[src/rtl/riscv_wb_pkg.sv]
// Shared types and helpers for the register-file write-back path.
package riscv_wb_pkg;
    localparam int REG_ADDR_W = 5;
    localparam int NUM_REGS   = 32;
    localparam int WB_DATA_W  = 32;

    typedef struct packed {
        logic [REG_ADDR_W-1:0] rd;
        logic [WB_DATA_W-1:0]  data;
    } wb_entry_t;

    function automatic logic is_x0(input logic [REG_ADDR_W-1:0] rd);
        return (rd == '0);
    endfunction
endpackage

[src/rtl/wb_fifo.sv]
// Load-return queue. When empty, the incoming entry falls through to head and
// can be popped in the same cycle without being stored.
module wb_fifo
    import riscv_wb_pkg::*;
#(
    parameter int  DEPTH   = 2,
    parameter type entry_t = wb_entry_t
) (
    input  logic   clk,
    input  logic   rst,
    input  logic   push_i,
    input  entry_t push_entry_i,
    input  logic   pop_i,
    output logic   full_o,
    output logic   empty_o,
    output entry_t head_o
);
    localparam int PW = (DEPTH > 1) ? $clog2(DEPTH) : 1;
    localparam logic [PW:0] CNT_FULL = (PW+1)'(DEPTH);

    entry_t          mem_q [DEPTH];
    logic [PW-1:0]   rd_ptr_q, rd_ptr_d;
    logic [PW-1:0]   wr_ptr_q, wr_ptr_d;
    logic [PW:0]     count_q, count_d;
    logic            bypass, do_push, do_pop;

    assign empty_o = (count_q == '0);
    assign full_o  = (count_q == CNT_FULL);
    assign head_o  = empty_o ? push_entry_i : mem_q[rd_ptr_q];

    assign bypass  = empty_o && push_i && pop_i;
    assign do_push = push_i && !bypass && (!full_o || pop_i);
    assign do_pop  = pop_i && !empty_o;

    always_comb begin
        rd_ptr_d = rd_ptr_q;
        wr_ptr_d = wr_ptr_q;
        count_d  = count_q;
        if (do_push) wr_ptr_d = wr_ptr_q + PW'(1);
        if (do_pop)  rd_ptr_d = rd_ptr_q + PW'(1);
        case ({do_push, do_pop})
            2'b10:   count_d = count_q + (PW+1)'(1);
            2'b01:   count_d = count_q - (PW+1)'(1);
            default: count_d = count_q;
        endcase
    end

    always_ff @(posedge clk or posedge rst) begin
        if (rst) begin
            rd_ptr_q <= '0;
            wr_ptr_q <= '0;
            count_q  <= '0;
        end else begin
            rd_ptr_q <= rd_ptr_d;
            wr_ptr_q <= wr_ptr_d;
            count_q  <= count_d;
        end
    end

    // Storage needs no reset: occupancy alone decides what is valid.
    always_ff @(posedge clk) begin
        if (do_push) mem_q[wr_ptr_q] <= push_entry_i;
    end
endmodule

[src/rtl/regfile_writeback_ctrl.sv]
// Write-port arbiter (ALU vs. queued load returns), output register and load busy scoreboard.
// Optional forwarding outputs are enabled with WB_FWD_BYPASS_EN.
module regfile_writeback_ctrl
    import riscv_wb_pkg::*;
#(
    parameter int N           = 32,
    parameter int MEM_Q_DEPTH = 2
) (
    input  logic                  clk,
    input  logic                  rst,
    input  logic                  alu_valid,
    output logic                  alu_ready,
    input  logic [REG_ADDR_W-1:0] alu_rd,
    input  logic [N-1:0]          alu_data,
    input  logic                  mem_valid,
    output logic                  mem_ready,
    input  logic [REG_ADDR_W-1:0] mem_rd,
    input  logic [N-1:0]          mem_data,
    input  logic                  iss_load,
    input  logic [REG_ADDR_W-1:0] iss_rd,
    input  logic [REG_ADDR_W-1:0] q_rs1,
    input  logic [REG_ADDR_W-1:0] q_rs2,
    output logic                  stall,
    output logic                  rf_write,
    output logic [REG_ADDR_W-1:0] rf_waddr,
    output logic [N-1:0]          rf_wdata
`ifdef WB_FWD_BYPASS_EN
    ,
    output logic                  fwd1_hit,
    output logic                  fwd2_hit,
    output logic [N-1:0]          fwd1_data,
    output logic [N-1:0]          fwd2_data
`endif
);
    typedef struct packed {
        logic [REG_ADDR_W-1:0] rd;
        logic [N-1:0]          data;
    } entry_t;

    entry_t                q_head, q_in;
    logic                  q_full, q_empty, q_push, q_pop, q_avail;
    logic                  alu_win, wb_en;
    logic [REG_ADDR_W-1:0] wb_rd;
    logic [N-1:0]          wb_data;

    logic                  rf_write_q, rf_write_d;
    logic [REG_ADDR_W-1:0] rf_waddr_q, rf_waddr_d;
    logic [N-1:0]          rf_wdata_q, rf_wdata_d;
    logic [NUM_REGS-1:0]   busy_q, busy_d;

    assign q_in = '{rd: mem_rd, data: mem_data};

    wb_fifo #(
        .DEPTH   (MEM_Q_DEPTH),
        .entry_t (entry_t)
    ) u_fifo (
        .clk          (clk),
        .rst          (rst),
        .push_i       (q_push),
        .push_entry_i (q_in),
        .pop_i        (q_pop),
        .full_o       (q_full),
        .empty_o      (q_empty),
        .head_o       (q_head)
    );

    // A full queue takes priority so load returns can never be starved by the ALU.
    assign mem_ready = !q_full;
    assign alu_ready = !q_full;
    assign q_push    = mem_valid && !q_full;
    assign q_avail   = !q_empty || q_push;
    assign alu_win   = alu_valid && !q_full;
    assign q_pop     = q_avail && !alu_win;

    assign wb_rd   = alu_win ? alu_rd   : q_head.rd;
    assign wb_data = alu_win ? alu_data : q_head.data;
    assign wb_en   = (alu_win || q_pop) && !is_x0(wb_rd);

    always_comb begin
        rf_write_d = wb_en;
        rf_waddr_d = rf_waddr_q;
        rf_wdata_d = rf_wdata_q;
        if (wb_en) begin
            rf_waddr_d = wb_rd;
            rf_wdata_d = wb_data;
        end
    end

    // Set is applied after clear so a same-cycle reissue of rd stays busy.
    always_comb begin
        busy_d = busy_q;
        if (q_pop && !alu_win && !is_x0(q_head.rd)) busy_d[q_head.rd] = 1'b0;
        if (iss_load && !is_x0(iss_rd))              busy_d[iss_rd]    = 1'b1;
    end

    always_ff @(posedge clk or posedge rst) begin
        if (rst) begin
            rf_write_q <= 1'b0;
            rf_waddr_q <= '0;
            rf_wdata_q <= '0;
            busy_q     <= '0;
        end else begin
            rf_write_q <= rf_write_d;
            rf_waddr_q <= rf_waddr_d;
            rf_wdata_q <= rf_wdata_d;
            busy_q     <= busy_d;
        end
    end

    assign stall = (!is_x0(q_rs1) && busy_q[q_rs1]) || (!is_x0(q_rs2) && busy_q[q_rs2]);

    assign rf_write = rf_write_q;
    assign rf_waddr = rf_waddr_q;
    assign rf_wdata = rf_wdata_q;

`ifdef WB_FWD_BYPASS_EN
    assign fwd1_hit  = rf_write_q && (rf_waddr_q == q_rs1);
    assign fwd2_hit  = rf_write_q && (rf_waddr_q == q_rs2);
    assign fwd1_data = rf_wdata_q;
    assign fwd2_data = rf_wdata_q;
`endif
endmodule

[config.mk]
export PLATFORM = sky130hd
export DESIGN_NAME = regfile_writeback_ctrl
export DESIGN_NICKNAME = d
export VERILOG_FILES = /design/src/rtl/riscv_wb_pkg.sv /design/src/rtl/wb_fifo.sv /design/src/rtl/regfile_writeback_ctrl.sv
export SDC_FILE = /design/constraint.sdc
export NUM_CORES = 1
export LEC_CHECK = 0
export ABC_AREA = 0
export BUFFER_PORTS_ARGS = -buffer_cell sky130_fd_sc_hd__buf_2
export CAP_MARGIN = 20
export CORE_MARGIN = 10
export CORE_UTILIZATION = 45
export CTS_BUF_LIST = sky130_fd_sc_hd__clkbuf_4
export CTS_CLUSTER_DIAMETER = 100
export DETAILED_ROUTE_END_ITERATION = 10
export PLACE_DENSITY = 0.64
export SETUP_SLACK_MARGIN = 0.2
export SLEW_MARGIN = 20
export SYNTH_ARGS = -nofsm -noshare
export SYNTH_HDL_FRONTEND = slang
export SYNTH_SLANG_ARGS = --single-unit
export TNS_END_PERCENT = 50
[constraint.sdc]
create_clock -name clk -period 3.5 [get_ports clk]
set_input_delay 0 -clock clk [delete_from_list [all_inputs] [get_ports clk]]
set_output_delay 0 -clock clk [all_outputs]
set_load 0.02 [all_outputs]
---- Word-level counts from Yosys, hierarchy flattened ----
Memory sizes are Yosys's and may differ from the RTL's.
Index checks and enable logic that the tools add are counted.
word-level totals
  bits in registers ....................... 74
  memory bits (writable) .................. 74
  input port bits ......................... 94
  memories kept ........................... 1
memories
  memory        words  bits a word  rd ports  clocked after Yosys merged registers in  write ports  RTL line       RTL
  u_fifo.mem_q  2      37           1         0                                        1            wb_fifo.sv:21  entry_t mem_q [DEPTH];
operators by class
  add/sub/neg operators ................... 4
  magnitude comparators ................... 6
  eq/ne operators ......................... 3
  muxes and demuxes ....................... 16
  bitwise gates (word level) .............. 3
  reduce and logical (&&, ||, !) cells .... 36
operators by type and width
  kind                                                                                  count
  32-bit 2-to-1 mux                                                                     3
  37-bit 2-to-1 mux                                                                     1
  32-bit bitwise AND                                                                    1
  32-bit inverter                                                                       1
  32-bit bitwise OR                                                                     1
  5-bit zero test                                                                       5
  5-bit by 6-bit < comparator with 1-bit output (second input constant)                 4
  1-bit logical AND                                                                     16
  1-bit binary-select mux with 5-bit select                                             2
  1-bit demux with 5-bit select                                                         2
  5-bit by 1-bit greater-or-equal comparator with 1-bit output (second input constant)  2
  1-bit zero test                                                                       9
  1-bit 2-to-1 mux                                                                      6
  5-bit 2-to-1 mux                                                                      1
  2-bit equality test (second input constant)                                           2
  1-bit logical OR                                                                      4
  2-bit one-hot mux with 2 select lines                                                 1
  1-bit adder (second input constant)                                                   2
  2-bit by 1-bit adder with 2-bit output (second input constant)                        1
  2-bit by 1-bit equality test with 1-bit output (second input constant)                1
  2-bit zero test                                                                       1
  2-bit nonzero test                                                                    1
  2-bit by 1-bit subtractor with 2-bit output (second input constant)                   1

---- Depth between registers and ports, before layout ----
  word-level depth ........................ 11
  mapped depth ............................ 10
  depth with buffers taken out ............ 7

---- By module ----
A second synthesis with hierarchy kept.
unflattened totals
  cell total of the unflattened synthesis .. 619
  area, all modules ....................... 7155.6 sq um
by module, submodules not included
  module                  times used  cells an instance  area each (sq um)
  regfile_writeback_ctrl  1           402                3638.5
  wb_fifo                 1           217                3517.1

---- Least setup slack after synthesis ----
OpenSTA, ideal clock, no wires.
  kind .................................... register to register
  from .................................... register u_fifo.count_q[0]
  to ...................................... memory u_fifo.mem_q[0][0] (netlist name), enable pin
  library setup time ...................... 0.431 ns
  arrival time ............................ 2.541 ns
  required time ........................... 3.069 ns
  slack ................................... 0.528 ns
  cell stages (with the launch flop) ...... 5
  period minus slack after synthesis ...... 2.972 ns
  cell sequence ........................... dfrtp_1 buf_6 clkbuf_1 o21ai_0 nor2_1
on the way
  longest elaborated chain between the ends .. 11
ends and longest elaborated chain
  element                                              RTL line                                                                   RTL
  start: declaration                                   wb_fifo.sv:24                                                              logic [PW:0] count_q, count_d;
  start signal: assignment                             wb_fifo.sv:56                                                              count_q <= count_d;
  2-bit equality test                                  wb_fifo.sv:28                                                              assign full_o = (count_q == CNT_FULL);
  1-bit zero test                                      wb_fifo.sv:32, regfile_writeback_ctrl.sv:70, regfile_writeback_ctrl.sv:72
  1-bit logical AND (on tied branches)                 regfile_writeback_ctrl.sv:70, regfile_writeback_ctrl.sv:72
  1-bit logical OR or 1-bit zero test (tied branches)  regfile_writeback_ctrl.sv:71, regfile_writeback_ctrl.sv:73
  1-bit logical AND                                    regfile_writeback_ctrl.sv:73                                               assign q_pop = q_avail && !alu_win;
  1-bit logical AND                                    wb_fifo.sv:31                                                              assign bypass = empty_o && push_i && pop_i;
  1-bit zero test                                      wb_fifo.sv:32                                                              assign do_push = push_i && !bypass && (!full_o || pop_i);
  1-bit logical AND                                    wb_fifo.sv:32
  1-bit logical AND (*)                                wb_fifo.sv:32
  1-bit 2-to-1 mux (*)                                 wb_fifo.sv:62                                                              if (do_push) mem_q[wr_ptr_q] <= push_entry_i;
  1-bit 2-to-1 mux (implied by the code) (*)           wb_fifo.sv:62
  end: declaration                                     wb_fifo.sv:21
Every way passes the cells marked *; elsewhere a longest branch is shown, timed or not.

---- Worst setup path in the final report ----
  from .................................... register u_fifo.count_q[1]
  to ...................................... register busy_q[19]
on the way
  longest elaborated chain between the ends .. 11
ends and longest elaborated chain
  element                                                                                                                                              RTL line                       RTL
  2-bit zero test                                                                                                                                      wb_fifo.sv:27                  assign empty_o = (count_q == '0);
  37-bit 2-to-1 mux                                                                                                                                    wb_fifo.sv:29                  assign head_o = empty_o ? push_entry_i : mem_q[rd_ptr_q];
  5-bit by 6-bit < comparator with 1-bit output (implied by the code) or 5-bit by 1-bit greater-or-equal comparator with 1-bit output (tied branches)  regfile_writeback_ctrl.sv:92   if (q_pop && !alu_win && !is_x0(q_head.rd)) busy_d[q_head.rd] = 1'b0;
  1-bit logical AND (implied by the code)                                                                                                              regfile_writeback_ctrl.sv:92
  1-bit 2-to-1 mux (implied by the code)                                                                                                               regfile_writeback_ctrl.sv:92
  1-bit demux with 5-bit select                                                                                                                        regfile_writeback_ctrl.sv:92
  32-bit inverter (no source line)                                                                                                                     --
  32-bit bitwise AND (no source line)                                                                                                                  --
  32-bit 2-to-1 mux (*)                                                                                                                                regfile_writeback_ctrl.sv:92
  32-bit bitwise OR (no source line)                                                                                                                   --
  32-bit 2-to-1 mux (*)                                                                                                                                regfile_writeback_ctrl.sv:93   if (iss_load && !is_x0(iss_rd)) busy_d[iss_rd] = 1'b1;
  via busy_d[19]                                                                                                                                       regfile_writeback_ctrl.sv:49   logic [NUM_REGS-1:0] busy_q, busy_d;
  end signal: assignment                                                                                                                               regfile_writeback_ctrl.sv:106  busy_q <= busy_d;
  end: declaration                                                                                                                                     regfile_writeback_ctrl.sv:49
Mark *: on every way through the listed nets, which the timed path passes. The rest lies on a longest branch.
A chain may end at the register's enable or synchronous reset.

==> impl_metrics.env <==
export IMPL_critPathMaxFanout=10
export IMPL_wl_per_cell_um=19.6
export IMPL_post_dp_cell_area_um2=8300
export IMPL_rrSetupSlack_ns=0.85
export IMPL_cp_data_required_time_ns=3.95
export IMPL_finalSetupTns_ns=0
export IMPL_rsz0062_at_grt="false"
export IMPL_worstHoldPathType="primary input to flip-flop"
export IMPL_place_congestion=0.861
export IMPL_slew_viol_final=0
export IMPL_hold_viol=0
export IMPL_grt_pass1_vias=6314
export IMPL_maxCapViolCount=0
export IMPL_outcome="finished, final reports clean"
export IMPL_peakVddDrop_v=0.000430
export IMPL_cts_made_buffers=17
export IMPL_relSlewSlack=0.391
export IMPL_max_freq_mhz=377
export IMPL_clock_path_buffers=2
export IMPL_p_total_mw=7.47
export IMPL_area_growth_pct=27.0
export IMPL_synth_area_leaders="edfxtp_1 (30%), dfrtp_1 (25%), mux2i_1 (5.6%), a32o_1 (4.3%), o211a_1 (4.3%)"
export IMPL_drt_iter0_drc=546
export IMPL_fp_dieW_um=149
export IMPL_yosysTopAreaCell="edfxtp_1"
export IMPL_io_pins=135
export IMPL_synth_top_cell_area_share=0.298
export IMPL_cts_sinks=147
export IMPL_worstPathArrival_ns=3.11
export IMPL_io_buffers=134
export IMPL_synth_edff_count=74
export IMPL_worstMarginPinSlew_ns=0.904
export IMPL_finalSetupViolations=0
export IMPL_drt_vias_per_instance=5.65
export IMPL_rows=46
export IMPL_hp_start="mem_valid"
export IMPL_clockRootBuffer="clkbuf_4"
export IMPL_synth_seq_area_share=0.543
export IMPL_grt_pass1_wl_um=33300
export IMPL_syn_instance_count=611
export IMPL_grt_ovfl_total=0
export IMPL_rr_startpoint="u_fifo.count_q[1]"
export IMPL_ant_nets=0
export IMPL_drtPass1Iterations=5
export IMPL_dr_total_vias=5916
export IMPL_fin_area_um2=9470
export IMPL_hold_buffers=85
export IMPL_antenna_found_initial=2
export IMPL_ys_types=44
export IMPL_rr_worst_depth=7
export IMPL_htree_levels=4
export IMPL_min_path_cells=3
export IMPL_fillers=1335
export IMPL_cts_post_setup_buffers_inserted=0
export IMPL_fin_crit_ns=2.65
export IMPL_start_util=0.464
export IMPL_ys_warnings_count=0
export IMPL_cts_resized=0
export IMPL_fin_crit_sh=0.758
export IMPL_grtUsageTotal=0.190
export IMPL_clk_pin_slew_ns=0.12
export IMPL_tritoncts="done"
export IMPL_grt_max_degree=46
export IMPL_synth_async_reset_ratio=0.497
export IMPL_nets=913
export IMPL_crit_type="flip-flop to flip-flop"
export IMPL_syn_area_per_cell_um2=12.2
export IMPL_dp_final_hpwl_um=14000
export IMPL_final_core_util=0.589
export IMPL_powerDensity_nw_per_um2=789
export IMPL_route_detailed_drc=0
export IMPL_netlist_area_um2=7450
export IMPL_drt_total_wl_um=20500
export IMPL_synth_seq_cells=147
export IMPL_insertion_delay_ns=0.57
export IMPL_critPathLaunchType="flip-flop"
export IMPL_critPathCaptureType="flip-flop"
export IMPL_worstSetupStartpoint="u_fifo.count_q[1]"
export IMPL_syn_num_nets=706
export IMPL_dieArea_um2=22100
export IMPL_design_core_area_um2=16100
export IMPL_hold_path_end="u_fifo.wr_ptr_q"
export IMPL_drive_gt1_frac=0.284
export IMPL_synthFlopType="edfxtp_1"
export IMPL_die_h_um=149
export IMPL_r2r_end="busy_q[19]"
export IMPL_power_leakage_nw=4.11
export IMPL_finClkSkew_ns=0.0281
-- cell families (layout without fill, tap and decap cells) --
kind of cell,Yosys count,count (layout),synth area share
AO/OA/AOI/OAI,156,156,0.155
XOR/XNOR,5,5,0.00588
adder cells (fa/ha/maj),1,1,0.00168
buffers and inverters,47,267,0.0338
flip-flops,147,147,0.543
multiplexers,95,95,0.164
other,0,1,0
AND/OR/NAND/NOR,160,160,0.0959
-- placed cells by master (no fill, tap or decap), drive strengths merged, types with 2 or more instances in the layout --
cell and instances:
mux2 41, inv 6, xnor2 3, nor3 8, dlygate4sd3 85, mux4 12, o21ai 62, or3 2
o211a 32, nand3 14, a32o 32, o31ai 3, buf 144, nor2 47, nand2 67, mux2i 42
clkinv 9, nand2b 2, nand4b 2, a221oi 2, bufinv 4, a21oi 13, edfxtp 74, a2111oi 3
dfrtp 73, nand3b 6, a21o 5, nor2b 4, or3b 3, clkbuf 19, xor2 2, nand4 2
-- worst max path at each step --
| stage | depth (start not counted) | to | slack, ns |
|---|---|---|---|
| finish | 7 | busy_q[19] | 0.85 |
| global route | 7 | busy_q[19] | 0.67 |
| CTS | 6 | rf_wdata[16] | 0.89 |
| detailed placement | 6 | u_fifo.mem_q[1][7] | 0.79 |
| global placement | 6 | u_fifo.mem_q[1][7] | 0.85 |
| floorplan | 4 | u_fifo.mem_q[0][0] | 0.53 |
-- area by class of cell --
| class | count | area (um2) | area share |
|---|---|---|---|
| multi-input cells | 417 | 3190 | 0.337 |
| well taps | 216 | 270 | 0.0286 |
| diodes | 1 | 2.50 | 0.000264 |
| repair buffers | 229 | 1620 | 0.171 |
| flip-flops and latches | 147 | 4050 | 0.428 |
| clock buffers | 19 | 143 | 0.0151 |
| inverters | 6 | 22.5 | 0.00238 |
| clock inverters | 13 | 166 | 0.0176 |
-- routing by layer --
layer,GRT usage,part of all wire,routed length (um)
met4,0.0629,0.014,297
met5,0,0.00083,17
met2,0.320,0.51,10400
met3,0.0604,0.070,1440
met1,0.226,0.41,8360
-- critical path: stages, from the launching register on --
cell and delay, ns:
dfrtp_1 0.58, nor2b_4 0.29, inv_1 0.11, o21ai_0 0.23, nand3_1 0.41, o21ai_0 0.26, o21ai_0 0.10, dlygate4sd3_1 0.57
-- state kept, by name (all words and copies together), names as in the netlist --
signal,flops
rf_wdata,32
u_fifo.wr_ptr_q,1
u_fifo.mem_q,74
busy_q,31
rf_write,1
rf_waddr,5
u_fifo.rd_ptr_q,1
u_fifo.count_q,2
-- synthesized netlist by cell type (4+ instances only) --
cell	n
nand3b_1	6
mux2_4	19
buf_2	7
nor2_1	47
nand3_1	14
o21ai_0	62
a32o_1	32
mux4_2	12
nor3_1	8
o211a_1	32
edfxtp_1	74
nor2b_1	4
inv_1	5
a21o_1	5
mux2_2	22
dfrtp_1	73
buf_1	6
clkbuf_1	20
a21oi_1	12
nand2_1	67
mux2i_1	42
-- report_power, final --
part | total, mW | internal [mW] | switching [mW]
clock network | 1.17 | 0.572 | 0.597
registers | 2.86 | 2.46 | 0.396
logic | 3.44 | 1.57 | 1.87
total | 7.47 | 4.60 | 2.86
-- metrics by stage --
step	cells	setup slack (ns)	hold slack, ns
after floorplan	611	0.528	0.0989
after global placement	930	0.855	0.149
after detailed placement	930	0.788	0.156
after CTS	1047	0.893	0.0193
after global routing	1048	0.666	0.0299
final	1048	0.848	0.0535
Power figures use the tool's default switching activity.
